==> src/rtl/switch_alloc_rr.sv <==
// Per-output wormhole switch allocator: registered round-robin grant held until the owner's tail transfers.
// Optional lock watchdog enabled by defining SWITCH_ALLOC_WATCHDOG_EN.
module switch_alloc_rr #(
  parameter int PORTS        = 4,
  parameter int SEL_W        = $clog2(PORTS),
  parameter int LOCK_TIMEOUT = 255
) (
  input  logic                        clk,
  input  logic                        rst,
  input  logic [PORTS-1:0]            req_i,
  input  logic [PORTS-1:0][SEL_W-1:0] req_dst_i,
  input  logic [PORTS-1:0]            xfer_i,
  input  logic [PORTS-1:0]            tail_i,
  output logic [PORTS-1:0]            gnt_o,
  output logic [PORTS-1:0][SEL_W-1:0] gnt_dst_o,
  output logic [PORTS-1:0]            out_busy_o,
  output logic [PORTS-1:0][SEL_W-1:0] out_sel_o,
  output logic                        err_o
);

  typedef enum logic {FREE, LOCKED} state_t;

  state_t           state   [PORTS];
  logic [SEL_W-1:0] ptr     [PORTS];
  logic [SEL_W-1:0] own     [PORTS];
  logic [SEL_W-1:0] win_idx [PORTS];
  logic [PORTS-1:0] win_vld;
  logic [PORTS-1:0] owner_xfer;
  logic [PORTS-1:0] owner_tail;
  logic [PORTS-1:0] wd_fire;

  always_comb begin
    for (int o = 0; o < PORTS; o++) begin
      owner_xfer[o] = xfer_i[own[o]];
      owner_tail[o] = tail_i[own[o]];
    end
  end

  // Scan from the farthest candidate back to ptr so the last hit is the round-robin winner.
  // NOTE: every always_comb output gets a default before any conditional assignment, so no latch is inferred.
  always_comb begin
    int cand;
    cand = 0;
    for (int o = 0; o < PORTS; o++) begin
      win_vld[o] = 1'b0;
      win_idx[o] = '0;
      if (state[o] == FREE) begin
        for (int k = PORTS - 1; k >= 0; k--) begin
          cand = (int'(ptr[o]) + k) % PORTS;
          if (req_i[cand] && !gnt_o[cand] && req_dst_i[cand] == SEL_W'(o)) begin
            win_vld[o] = 1'b1;
            win_idx[o] = SEL_W'(cand);
          end
        end
      end
    end
  end

  // A winning input is never a current owner, so release and win writes to gnt_o never collide.
  // NOTE: sequential state uses non-blocking assignments so every output decision sees pre-edge values.
  // NOTE: ptr and own are reset like any other flop; post-reset fairness depends on ptr starting at 0.
  always_ff @(posedge clk or posedge rst) begin
    if (rst) begin
      gnt_o      <= '0;
      gnt_dst_o  <= '0;
      out_busy_o <= '0;
      out_sel_o  <= '0;
      for (int o = 0; o < PORTS; o++) begin
        state[o] <= FREE;
        ptr[o]   <= '0;
        own[o]   <= '0;
      end
    end else begin
      for (int o = 0; o < PORTS; o++) begin
        if (state[o] == LOCKED) begin
          if ((owner_xfer[o] && owner_tail[o]) || wd_fire[o]) begin
            state[o]             <= FREE;
            own[o]               <= '0;
            out_busy_o[o]        <= 1'b0;
            out_sel_o[o]         <= '0;
            gnt_o[own[o]]        <= 1'b0;
            gnt_dst_o[own[o]]    <= '0;
          end
        end else if (win_vld[o]) begin
          state[o]              <= LOCKED;
          own[o]                <= win_idx[o];
          ptr[o]                <= SEL_W'((int'(win_idx[o]) + 1) % PORTS);
          out_busy_o[o]         <= 1'b1;
          out_sel_o[o]          <= win_idx[o];
          gnt_o[win_idx[o]]     <= 1'b1;
          gnt_dst_o[win_idx[o]] <= SEL_W'(o);
        end
      end
    end
  end

`ifdef SWITCH_ALLOC_WATCHDOG_EN
  localparam int CNT_W = $clog2(LOCK_TIMEOUT + 1);

  logic [CNT_W-1:0] wd_cnt [PORTS];

  // Fires on the edge that would make the idle count reach LOCK_TIMEOUT.
  always_comb begin
    for (int o = 0; o < PORTS; o++)
      wd_fire[o] = (state[o] == LOCKED) && !owner_xfer[o] &&
                   (wd_cnt[o] == CNT_W'(LOCK_TIMEOUT - 1));
  end

  always_ff @(posedge clk or posedge rst) begin
    if (rst) begin
      err_o <= 1'b0;
      for (int o = 0; o < PORTS; o++) wd_cnt[o] <= '0;
    end else begin
      err_o <= |wd_fire;
      for (int o = 0; o < PORTS; o++) begin
        if (state[o] != LOCKED || owner_xfer[o] || wd_fire[o]) wd_cnt[o] <= '0;
        else                                                   wd_cnt[o] <= wd_cnt[o] + 1'b1;
      end
    end
  end
`else
  assign wd_fire = '0;
  // LOCK_TIMEOUT only matters with the watchdog; this folds to a constant 0.
  assign err_o   = (LOCK_TIMEOUT < 0);
`endif

endmodule

==> config.mk <==
export PLATFORM = sky130hd
export DESIGN_NAME = switch_alloc_rr
export DESIGN_NICKNAME = d
export VERILOG_FILES = /design/src/rtl/switch_alloc_rr.sv
export SDC_FILE = /design/constraint.sdc
export NUM_CORES = 1
export LEC_CHECK = 0
export ABC_AREA = 0
export CAP_MARGIN = 20
export CORE_MARGIN = 5
export CORE_UTILIZATION = 55
export CTS_CLUSTER_DIAMETER = 30
export CTS_CLUSTER_SIZE = 20
export DETAILED_ROUTE_END_ITERATION = 10
export GPL_ROUTABILITY_DRIVEN = 0
export GPL_TIMING_DRIVEN = 0
export HOLD_SLACK_MARGIN = 0.03
export PLACE_DENSITY = 0.83
export SLEW_MARGIN = 20
export SYNTH_ARGS = -nofsm -noshare
export SYNTH_HDL_FRONTEND = slang
export SYNTH_SLANG_ARGS = --single-unit
==> constraint.sdc <==
create_clock -name clk -period 6.59 [get_ports clk]
set_clock_uncertainty 0.1 [all_clocks]
set_input_delay 1.977 -clock clk [delete_from_list [all_inputs] [get_ports clk]]
set_output_delay 1.977 -clock clk [all_outputs]
set_load 0.01 [all_outputs]
==> summary.txt, run 1 <==
Area Overhead vs Synth: 24.57%
initial DRC count: 147
Setup WS post-layout: 1.884 ns
Clk Latency, worst-skew pair: 0.29 ns
Fin Setup TNS: 0 ns
Overflow after GRT: 0
hold crit path type: reg2reg
Least-Margin Pin Slew: 0.6576 ns
Post-Place Worst Slack: 1.599 ns
H-tree levels: 2
final worst path period need: 4.706 ns
# diodes: 0
crit-path max FO: 5
final-report setup violation count: 0
row cnt: 25
layout cells sized above 1: 0.1083
final worst-path cycle share: 0.7140
detailed placement HPWL: 5305 µm
Clock Sinks: 36
Synth area leader: dfrtp_1
post-layout util: 0.6942
critical path arrival: 4.82 ns
sequential share of the synthesized area: 0.3468
Rel. slew slack: 0.5616
Synth top area share: 0.3468
Distinct cells, synth: 56
commonest register cell after synthesis: dfrtp_1
RSZ-0062 raised after global routing: false
Post-synth EDFFs: 0
combinational power share: 0.511
Gate Count Post-Synth: 297
FFs w/ async S/R, synth: 1.000
status: finished, final reports clean
Power Dens Cells: 368.6 nW/µm²
full die area: 6197 µm²
Starting Density: 0.5573
Clock power frac: 0.138
Die W: 78.72 µm
worst path required time: 6.70 ns
Mapped Avg Cell Area: 8.746 µm²
design area: 3236 µm²
Placement Cell Area: 3143 µm²
Buffers on Ports: 45
Max Slew Vio Count: 0
Flop pwr share: 0.351
drt wl/cell: 17.02 µm
vias in the first global route: 2384
Sw Share: 0.4097
DRT antenna net count: 0
Max Cap Viol: 0
GRT Total Usage: 0.2379
WS Path Type: in2reg
Clock transition at path regs: 0.08 ns
synth top area cells: dfrtp_1 (35%), ha_1 (6.7%), nand2_1 (5.5%)
DRC violations left: 0
flops & latches, synth: 36
critical path endpoint category: flop
CTS tree: yes
largest net degree at the start of global routing: 21
initial antenna violation count: 0
Peak VDD IR: 0.1965 mV
Fmax achieved: 212.5 MHz
global-route wire length before repair: 11590 µm
CP startpoint kind: primary input
Ys Warns: 0
detailed-route wire length: 6895 µm
NumNets Final: 386
internal power: 704.1 µW
Fill cells: 401
CTS root buf: clkbuf_8
routed via count: 2521
post-cts sizing count: 0
Min Hold Slack: 0.3813 ns
Core Region: 4661 µm²
clock buffers created by TritonCTS: 5
TritonRoute pass-1 iters: 5
Post-CTS Hold Fix Bufs: 0
Vert. Die Dim: 78.72 µm
via-per-instance ratio: 6.225
Leak Pwr: 0.001376 µW
mapped cell area: 2597 µm²
Setup Buffers After CTS: 0
Post-Syn Nets: 333
Clock Tree Buf Depth: 2
sw power: 488.6 µW
Final Hold Fails: 0
I/O Pins: 47
[metrics by stage]
stage,std cells,total power [µW]
after global routing,405,1285
after floorplan,297,772.9
final,405,1193
after CTS,405,1191
after detailed placement,397,1022
after global placement,396,1002
[cell families (layout without fill, tap and decap cells)]
logic type,count (synthesis),in the layout,share of synthesized area
compound gates,84,84,0.2481
mux,2,2,0.008670
buf+inv,32,86,0.05154
other cells,1,1,0.001444
flops,36,36,0.3468
simple gates,128,128,0.2760
fa+ha+maj,14,14,0.06744
[final timing paths]
| path | depth (start not counted) | endpoint | slack, ns | startpoint |
|---|---|---|---|---|
| worst max-delay path | 11 | gnt_dst_o[0] | 1.88 | req_dst_i[2] |
| worst min-delay path | 2 | out_busy_o[1] | 0.38 | out_busy_o[1] |
| worst max register to register | 10 | gnt_dst_o[0] | 3.61 | gnt_o[1] |
| worst min register to register | 2 | out_busy_o[1] | 0.38 | out_busy_o[1] |
| max in group asynchronous | 3 | own[6] | 4.07 | rst |
| min in group asynchronous | 2 | gnt_o[0] | 1.89 | rst |
[cell usage in the layout, fill, tap and decap left out, types with 6 or more instances in the layout]
master / synthesis / routed
nand3_1: 14 / 14
nand2_1: 38 / 38
o21ai_0: 12 / 12
a31o_2: 9 / 9
a21oi_1: 11 / 11
clkbuf_8: 0 / 6
dfrtp_1: 36 / 36
o211ai_1: 10 / 10
ha_1: 14 / 14
nor2b_1: 6 / 6
clkbuf_1: 9 / 9
nand2b_1: 7 / 7
inv_1: 18 / 17
o21a_1: 6 / 6
clkdlybuf4s50_1: 0 / 45
nor2_1: 28 / 28
nand4bb_1: 8 / 8
[cell usage after synthesis, types with 3 or more instances]
cell and n:
nand2_1 38, dfrtp_1 36, nor2_1 28, inv_1 18, ha_1 14, nand3_1 14
o21ai_0 12, a21oi_1 11, o211ai_1 10, a31o_2 9, clkbuf_1 9, nand4bb_1 8
nand2b_1 7, nor2b_1 6, o21a_1 6, a21o_1 4, a31oi_1 4, a41o_1 4
nand4b_1 4, a21boi_0 3, and2_1 3, nand4_1 3
[state kept, by name, indices dropped and copies added (netlist names)]
| register | flops |
|---|---|
| ptr | 8 |
| state | 4 |
| gnt_dst_o | 8 |
| own | 6 |
| out_sel_o | 2 |
| gnt_o | 4 |
| out_busy_o | 4 |
[routing by layer]
| metal | vias up | GRT usage | part of all wire |
|---|---|---|---|
| met1 | 1213 | 0.3012 | 0.41 |
| met2 | 107 | 0.4134 | 0.50 |
| met3 | 9 | 0.05102 | 0.080 |
| met5 | - | 0 | 0 |
| met4 | 0 | 0.05769 | 0.0096 |
| li1 | 1192 | - | - |
[power by group through the flow]
stage          Combinational, µW  Sequential [µW]  Clock [µW]
2_1_floorplan                347              426           0
3_3_place_gp                 588              414           0
3_5_place_dp                 602              420           0
4_1_cts                      608              416         167
5_1_grt                      674              436         175
6_report                     610              419         165
[worst max-delay path: stages]
cell	delay, ns
clkdlybuf4s50_1	0.48
nand4bb_1	0.38
a21oi_1	0.22
nor2_1	0.07
a2111oi_2	0.59
inv_1	0.14
ha_1	0.22
nor2b_1	0.15
a21boi_0	0.29
nand3_1	0.13
o21ai_0	0.16
[layout make-up]
class / count / area [µm²] / area share
Timing Repair Buffer: 46 / 478.0 / 0.1477
Buffer: 13 / 62.56 / 0.01933
Inverter: 19 / 71.32 / 0.02204
Multi-Input combinational cell: 229 / 1563 / 0.4830
Clock inverter: 2 / 10.01 / 0.003094
Tap cell: 54 / 67.56 / 0.02088
Clock buffer: 6 / 82.58 / 0.02552
Sequential cell: 36 / 900.9 / 0.2784
Power figures use the tool's default switching activity.
==> run 2, diff against run 1 <==
--- a/config.mk
+++ b/config.mk
@@ -8,14 +8,14 @@
 export ABC_AREA = 0
 export CAP_MARGIN = 20
 export CORE_MARGIN = 5
-export CORE_UTILIZATION = 55
+export CORE_UTILIZATION = 53
 export CTS_CLUSTER_DIAMETER = 30
 export CTS_CLUSTER_SIZE = 20
 export DETAILED_ROUTE_END_ITERATION = 10
 export GPL_ROUTABILITY_DRIVEN = 0
 export GPL_TIMING_DRIVEN = 0
 export HOLD_SLACK_MARGIN = 0.03
-export PLACE_DENSITY = 0.83
+export PLACE_DENSITY = 0.81
 export SLEW_MARGIN = 20
 export SYNTH_ARGS = -nofsm -noshare
 export SYNTH_HDL_FRONTEND = slang
==> constraint.sdc (replaced) <==
create_clock -name clk -period 4.6 [get_ports clk]
set_clock_uncertainty 0.1 [all_clocks]
set_input_delay 1.38 -clock clk [delete_from_list [all_inputs] [get_ports clk]]
set_output_delay 1.38 -clock clk [all_outputs]
set_load 0.01 [all_outputs]
==> summary.txt, run 2 (synthesis gave the netlist of run 1 again) <==
critical path arrival: 4.19 ns (was 4.82 ns)
combinational power share: 0.519 (was 0.511)
reg2reg start: gnt_o[1] (unchanged)
Crit-path slowest cell: a2111oi_2 (unchanged)
global-route wire length before repair: 11170 µm (was 11590 µm)
Clock power frac: 0.120 (was 0.138)
H-tree levels: 2 (unchanged)
initial antenna violation count: 0 (unchanged)
clock buffers created by TritonCTS: 5 (unchanged)
Min Hold Slack: 0.3784 ns (was 0.3813 ns)
I/O Pins: 47 (unchanged)
most frequent cells in the layout: clkdlybuf4s50_1 (45), nand2_1 (38), dfrtp_1 (36), nor2_1 (28), inv_1 (17) (unchanged)
final-report setup violation count: 0 (unchanged)
Overflow after GRT: 0 (unchanged)
NumNets Final: 385 (was 386)
CTS root buf: clkbuf_8 (unchanged)
Worst Setup SP: req_dst_i[2] (unchanged)
largest net degree at the start of global routing: 37 (was 21)
final worst path period need: 4.094 ns
hold crit path type: reg2reg (unchanged)
Max Cap Viol: 0 (unchanged)
Vert. Die Dim: 80.01 µm (was 78.72 µm)
internal power: 983.8 µW (was 704.1 µW)
CTS tree: yes (unchanged)
critical path endpoint category: flop (unchanged)
Area Overhead vs Synth: 23.22% (was 24.57%)
Clock transition at path regs: 0.06 ns (was 0.08 ns)
TritonRoute pass-1 iters: 5 (unchanged)
vias in the first global route: 2334 (was 2384)
Power Dens Cells: 518.4 nW/µm² (was 368.6 nW/µm²)
detailed placement HPWL: 5191 µm (was 5305 µm)
Leak Pwr: 0.001348 µW (was 0.001376 µW)
RSZ-0062 raised after global routing: false (unchanged)
Rel. slew slack: 0.4907 (was 0.5616)
via-per-instance ratio: 6.051 (was 6.225)
worst path required time: 4.69 ns (was 6.70 ns)
Post-CTS Hold Fix Bufs: 0 (unchanged)
sw power: 675.3 µW (was 488.6 µW)
Buffers on Ports: 45 (unchanged)
CP cell instances: clkdlybuf4s50_1 -> nand4bb_1 -> a21oi_1 -> nor2_1 -> a2111oi_2 -> inv_1 -> ha_1 -> nor2b_1 -> a21boi_0 -> nand3_1 -> o21ai_0 (unchanged)
Final Hold Fails: 0 (unchanged)
final worst-path cycle share: 0.8900
Die W: 80.01 µm (was 78.72 µm)
Fin Setup TNS: 0 ns (unchanged)
GRT Total Usage: 0.2223 (was 0.2379)
DRT antenna net count: 0 (unchanged)
initial DRC count: 165 (was 147)
worst hold start: out_busy_o[3] (was out_busy_o[1])
detailed-route wire length: 6814 µm (was 6895 µm)
status: finished, final reports clean (unchanged)
worst reg2reg path depth: 10 (unchanged)
Clock Sinks: 36 (unchanged)
Max Slew Vio Count: 0 (unchanged)
crit-path max FO: 5 (unchanged)
Clock Tree Buf Depth: 2 (unchanged)
Clk Latency, worst-skew pair: 0.28 ns (was 0.29 ns)
Sw Share: 0.4070 (was 0.4097)
Fill cells: 430 (was 401)
Min-Delay Path Depth: 2 (unchanged)
Fmax achieved: 244.3 MHz
post-cts sizing count: 0 (unchanged)
Peak VDD IR: 0.3146 mV (was 0.1965 mV)
max incr delay on CP: 0.60 ns (was 0.59 ns)
Least-Margin Pin Slew: 0.7628 ns (was 0.6576 ns)
layout cells sized above 1: 0.09798 (was 0.1083)
Starting Density: 0.5463 (was 0.5573)
DRC violations left: 0 (unchanged)
Largest regs: gnt_dst_o x8, ptr x8, own x6 (unchanged)
drt wl/cell: 16.46 µm (was 17.02 µm)
WS Path Type: in2reg (unchanged)
Core Region: 4755 µm² (was 4661 µm²)
Setup Buffers After CTS: 0 (unchanged)
# diodes: 0 (unchanged)
most common cell after layout, fill and taps aside: clkdlybuf4s50_1 (unchanged)
full die area: 6401 µm² (was 6197 µm²)
Flop pwr share: 0.361 (was 0.351)
routed via count: 2505 (was 2521)
CP startpoint kind: primary input (unchanged)
row cnt: 25 (unchanged)
==> run 2: cell count changes in the layout (fill, tap and decap cells not counted), sizes merged <==
cell	change
buf	-1
clkinv	-2
clkbuf	-1
==> run 2: stage by stage <==
step / total power [µW] / util / cell area (µm²) / setup WS (ns) / std cells
finish: 1659 / 0.6732 / 3201 / 0.5059 / 414
global route: 1785 / 0.6732 / 3201 / 0.3556 / 414
CTS: 1657 / 0.6732 / 3201 / 0.5148 / 414
detailed placement: 1452 / 0.6587 / 3132 / 0.2389 / 409
global placement: 1433 / 0.6587 / 3132 / 0.2892 / 409
floorplan: 1107 / - / 2597 / 1.181 / 297
==> run 2: routing by layer <==
| layer | part of all wire | track usage | up-vias |
|---|---|---|---|
| met3 | 0.066 | 0.03950 | 11 |
| met5 | 0 | 0 | - |
| met4 | 0.022 | 0.06926 | 0 |
| li1 | - | - | 1192 |
| met1 | 0.46 | 0.3106 | 1195 |
| met2 | 0.46 | 0.3485 | 107 |
==> run 2: final timing paths <==
kind	slack, ns	to
setup / recovery	0.51	gnt_dst_o[0]
hold / removal	0.38	out_busy_o[3]
setup reg to reg	1.64	gnt_dst_o[0]
hold reg to reg	0.38	out_busy_o[3]
max in group asynchronous	2.46	ptr[7]
min in group asynchronous	1.45	gnt_dst_o[7]
==> run 2: critical path: cells and delay by family <==
kind	cells	cell delay, ns
AO/OA/AOI/OAI	4	1.27
adder cells (fa/ha/maj)	1	0.22
buffers and inverters	2	0.62
AND/OR/NAND/NOR	4	0.69
==> run 2: area by class of cell <==
type | count | area, µm² | area share
flip-flops and latches | 36 | 900.9 | 0.2815
plain buffers | 13 | 62.56 | 0.01955
clock buffers | 5 | 68.82 | 0.02150
inverters | 19 | 71.32 | 0.02228
well taps | 67 | 83.83 | 0.02619
repair buffers | 45 | 450.4 | 0.1407
multi-input cells | 229 | 1563 | 0.4883
==> run 2: power by group through the flow <==
stage / registers (µW) / clock network (µW) / logic (µW)
global placement: 593 / 0 / 839
floorplan: 610 / 0 / 497
CTS: 593 / 204 / 860
global route: 621 / 214 / 950
finish: 599 / 199 / 861
detailed placement: 598 / 0 / 854
==> run 3, diff against run 2 <==
--- a/config.mk
+++ b/config.mk
@@ -7,6 +7,7 @@
 export LEC_CHECK = 0
 export ABC_AREA = 0
 export CAP_MARGIN = 20
+export CORE_ASPECT_RATIO = 1.4
 export CORE_MARGIN = 5
 export CORE_UTILIZATION = 53
 export CTS_CLUSTER_DIAMETER = 30
==> summary.txt, run 3 (synthesis gave the netlist of run 1 again) <==
DRT antenna net count: 0 (unchanged)
max incr delay on CP: 0.62 ns (was 0.60 ns)
vias in the first global route: 2346 (was 2334)
drt wl/cell: 16.44 µm (was 16.46 µm)
design area: 3197 µm² (was 3201 µm²)
Clock power frac: 0.120 (about the same)
critical path endpoint category: flop (unchanged)
internal power: 984.8 µW (was 983.8 µW)
CTS root buf: clkbuf_8 (unchanged)
Clk Latency, worst-skew pair: 0.28 ns (about the same)
I/O Pins: 47 (unchanged)
detailed placement HPWL: 5374 µm (was 5191 µm)
initial antenna violation count: 0 (unchanged)
NumNets Final: 385 (unchanged)
largest net degree at the start of global routing: 37 (unchanged)
reg2reg start: gnt_o[1] (unchanged)
Fin Setup TNS: 0 ns (unchanged)
Placement Cell Area: 3128 µm² (was 3132 µm²)
Min-Delay Path Depth: 2 (unchanged)
Leak Pwr: 0.001348 µW (unchanged)
full die area: 6421 µm² (was 6401 µm²)
layout cells sized above 1: 0.09798 (unchanged)
Overflow after GRT: 0 (unchanged)
R2R Path End: gnt_dst_o[0] (unchanged)
Sw Share: 0.4043 (was 0.4070)
CP cell instances: clkdlybuf4s50_1 -> nand4bb_1 -> a21oi_1 -> nor2_1 -> a2111oi_2 -> inv_1 -> ha_1 -> nor2b_1 -> a21boi_0 -> nand3_1 -> o21ai_0 (unchanged)
CTS tree: yes (unchanged)
Final Hold Fails: 0 (unchanged)
hold crit path type: reg2reg (unchanged)
Post-CTS Hold Fix Bufs: 0 (unchanged)
worst reg2reg path depth: 10 (unchanged)
Clock transition at path regs: 0.07 ns (was 0.06 ns)
Peak VDD IR: 0.2946 mV (was 0.3146 mV)
Clock Tree Buf Depth: 2 (unchanged)
Setup Buffers After CTS: 0 (unchanged)
Min Hold Slack: 0.3736 ns (was 0.3784 ns)
Setup WS post-layout: 0.4650 ns (was 0.5059 ns)
final-report setup violation count: 0 (unchanged)
Core Region: 4805 µm² (was 4755 µm²)
Reg2Reg Setup Slack: 1.65 ns (was 1.64 ns)
combinational power share: 0.519 (about the same)
final worst-path cycle share: 0.8989 (was 0.8900)
Max Cap Viol: 0 (unchanged)
sw power: 668.3 µW (was 675.3 µW)
Power Dens Cells: 517.1 nW/µm² (was 518.4 nW/µm²)
post-layout util: 0.6654 (was 0.6732)
DRC violations left: 0 (unchanged)
most common cell after layout, fill and taps aside: clkdlybuf4s50_1 (unchanged)
Hold Path Sink: out_busy_o[2] (was out_busy_o[3])
H-tree levels: 2 (unchanged)
GRT Total Usage: 0.2174 (was 0.2223)
CP startpoint kind: primary input (unchanged)
Least-Margin Pin Slew: 0.7492 ns (was 0.7628 ns)
TritonRoute pass-1 iters: 6 (was 5)
Buffers on Ports: 45 (unchanged)
Fill cells: 448 (was 430)
critical path arrival: 4.24 ns (was 4.19 ns)
worst hold start: out_busy_o[2] (was out_busy_o[3])
via-per-instance ratio: 5.893 (was 6.051)
buffers and inverters on the worst path: 2 (unchanged)
global-route wire length before repair: 11180 µm (was 11170 µm)
Rel. slew slack: 0.4998 (was 0.4907)
routed via count: 2422 (was 2505)
Die W: 69.17 µm (was 80.01 µm)
status: finished, final reports clean (unchanged)
Area Overhead vs Synth: 23.07% (was 23.22%)
worst path required time: 4.71 ns (was 4.69 ns)
Crit-path slowest cell: a2111oi_2 (unchanged)
Largest regs: gnt_dst_o x8, ptr x8, own x6 (unchanged)
detailed-route wire length: 6757 µm (was 6814 µm)
Starting Density: 0.5406 (was 0.5463)
row cnt: 30 (was 25)
WS Path Type: in2reg (unchanged)
post-cts sizing count: 0 (unchanged)
# diodes: 0 (unchanged)
Fmax achieved: 241.8 MHz (was 244.3 MHz)
RSZ-0062 raised after global routing: false (unchanged)
Post-Place Worst Slack: 0.2160 ns (was 0.2389 ns)
Vert. Die Dim: 92.83 µm (was 80.01 µm)
Flop pwr share: 0.361 (about the same)
clock buffers created by TritonCTS: 5 (unchanged)
crit-path max FO: 5 (unchanged)
Clock Sinks: 36 (unchanged)
final worst path period need: 4.135 ns (was 4.094 ns)
CP delay by family, top: compound AO/OA/AOI/OAI gates (unchanged)
Max Slew Vio Count: 0 (unchanged)
most frequent cells in the layout: clkdlybuf4s50_1 (45), nand2_1 (38), dfrtp_1 (36), nor2_1 (28), inv_1 (17) (unchanged)
initial DRC count: 124 (was 165)
[run 3: cell counts in the layout (fill, tap and decap cells not counted)]
No cell type changed its count.
[run 3: final cells by class]
class | count | area, µm² | share of cell area
plain buffers | 13 | 62.56 | 0.01957
clock buffers | 5 | 68.82 | 0.02153
inverters | 19 | 71.32 | 0.02231
multi-input cells | 229 | 1563 | 0.4888
flip-flops and latches | 36 | 900.9 | 0.2818
well taps | 64 | 80.08 | 0.02505
repair buffers | 45 | 450.4 | 0.1409
[run 3: worst max path at each step]
stage | slack (ns) | depth (start not counted) | end | start
floorplan | 1.18 | 9 | gnt_dst_o[1] | req_dst_i[2]
global placement | 0.28 | 11 | gnt_dst_o[0] | req_dst_i[2]
detailed placement | 0.22 | 11 | gnt_dst_o[0] | req_dst_i[2]
CTS | 0.51 | 11 | gnt_dst_o[0] | req_dst_i[2]
global route | 0.27 | 11 | gnt_dst_o[0] | req_dst_i[2]
finish | 0.46 | 11 | gnt_dst_o[0] | req_dst_i[2]
[run 3: power by group through the flow]
| stage | combinational, µW | clock [µW] | sequential (µW) |
|---|---|---|---|
| 2_1_floorplan | 497 | 0 | 610 |
| 3_3_place_gp | 838 | 0 | 596 |
| 3_5_place_dp | 855 | 0 | 599 |
| 4_1_cts | 861 | 204 | 594 |
| 5_1_grt | 949 | 216 | 619 |
| 6_report | 858 | 199 | 596 |
[run 3: layer usage]
layer  track usage  vias to the layer above  share of wire
met5             0                        -              0
li1              -                     1189              -
met4       0.07818                        0          0.026
met2        0.3997                       51           0.52
met1        0.2447                     1170           0.42
met3       0.04560                       12          0.034
[run 3: tightest hold or removal path, stage by stage (launching register included)]
cell     delay [ns]
dfrtp_1        0.34
nand2_1        0.05
nand2_1        0.05
[run 3: metrics by stage]
stage	power [µW]	std cells
final	1653	411
after global routing	1784	411
after CTS	1658	411
after detailed placement	1454	406
after global placement	1435	406
after floorplan	1107	297
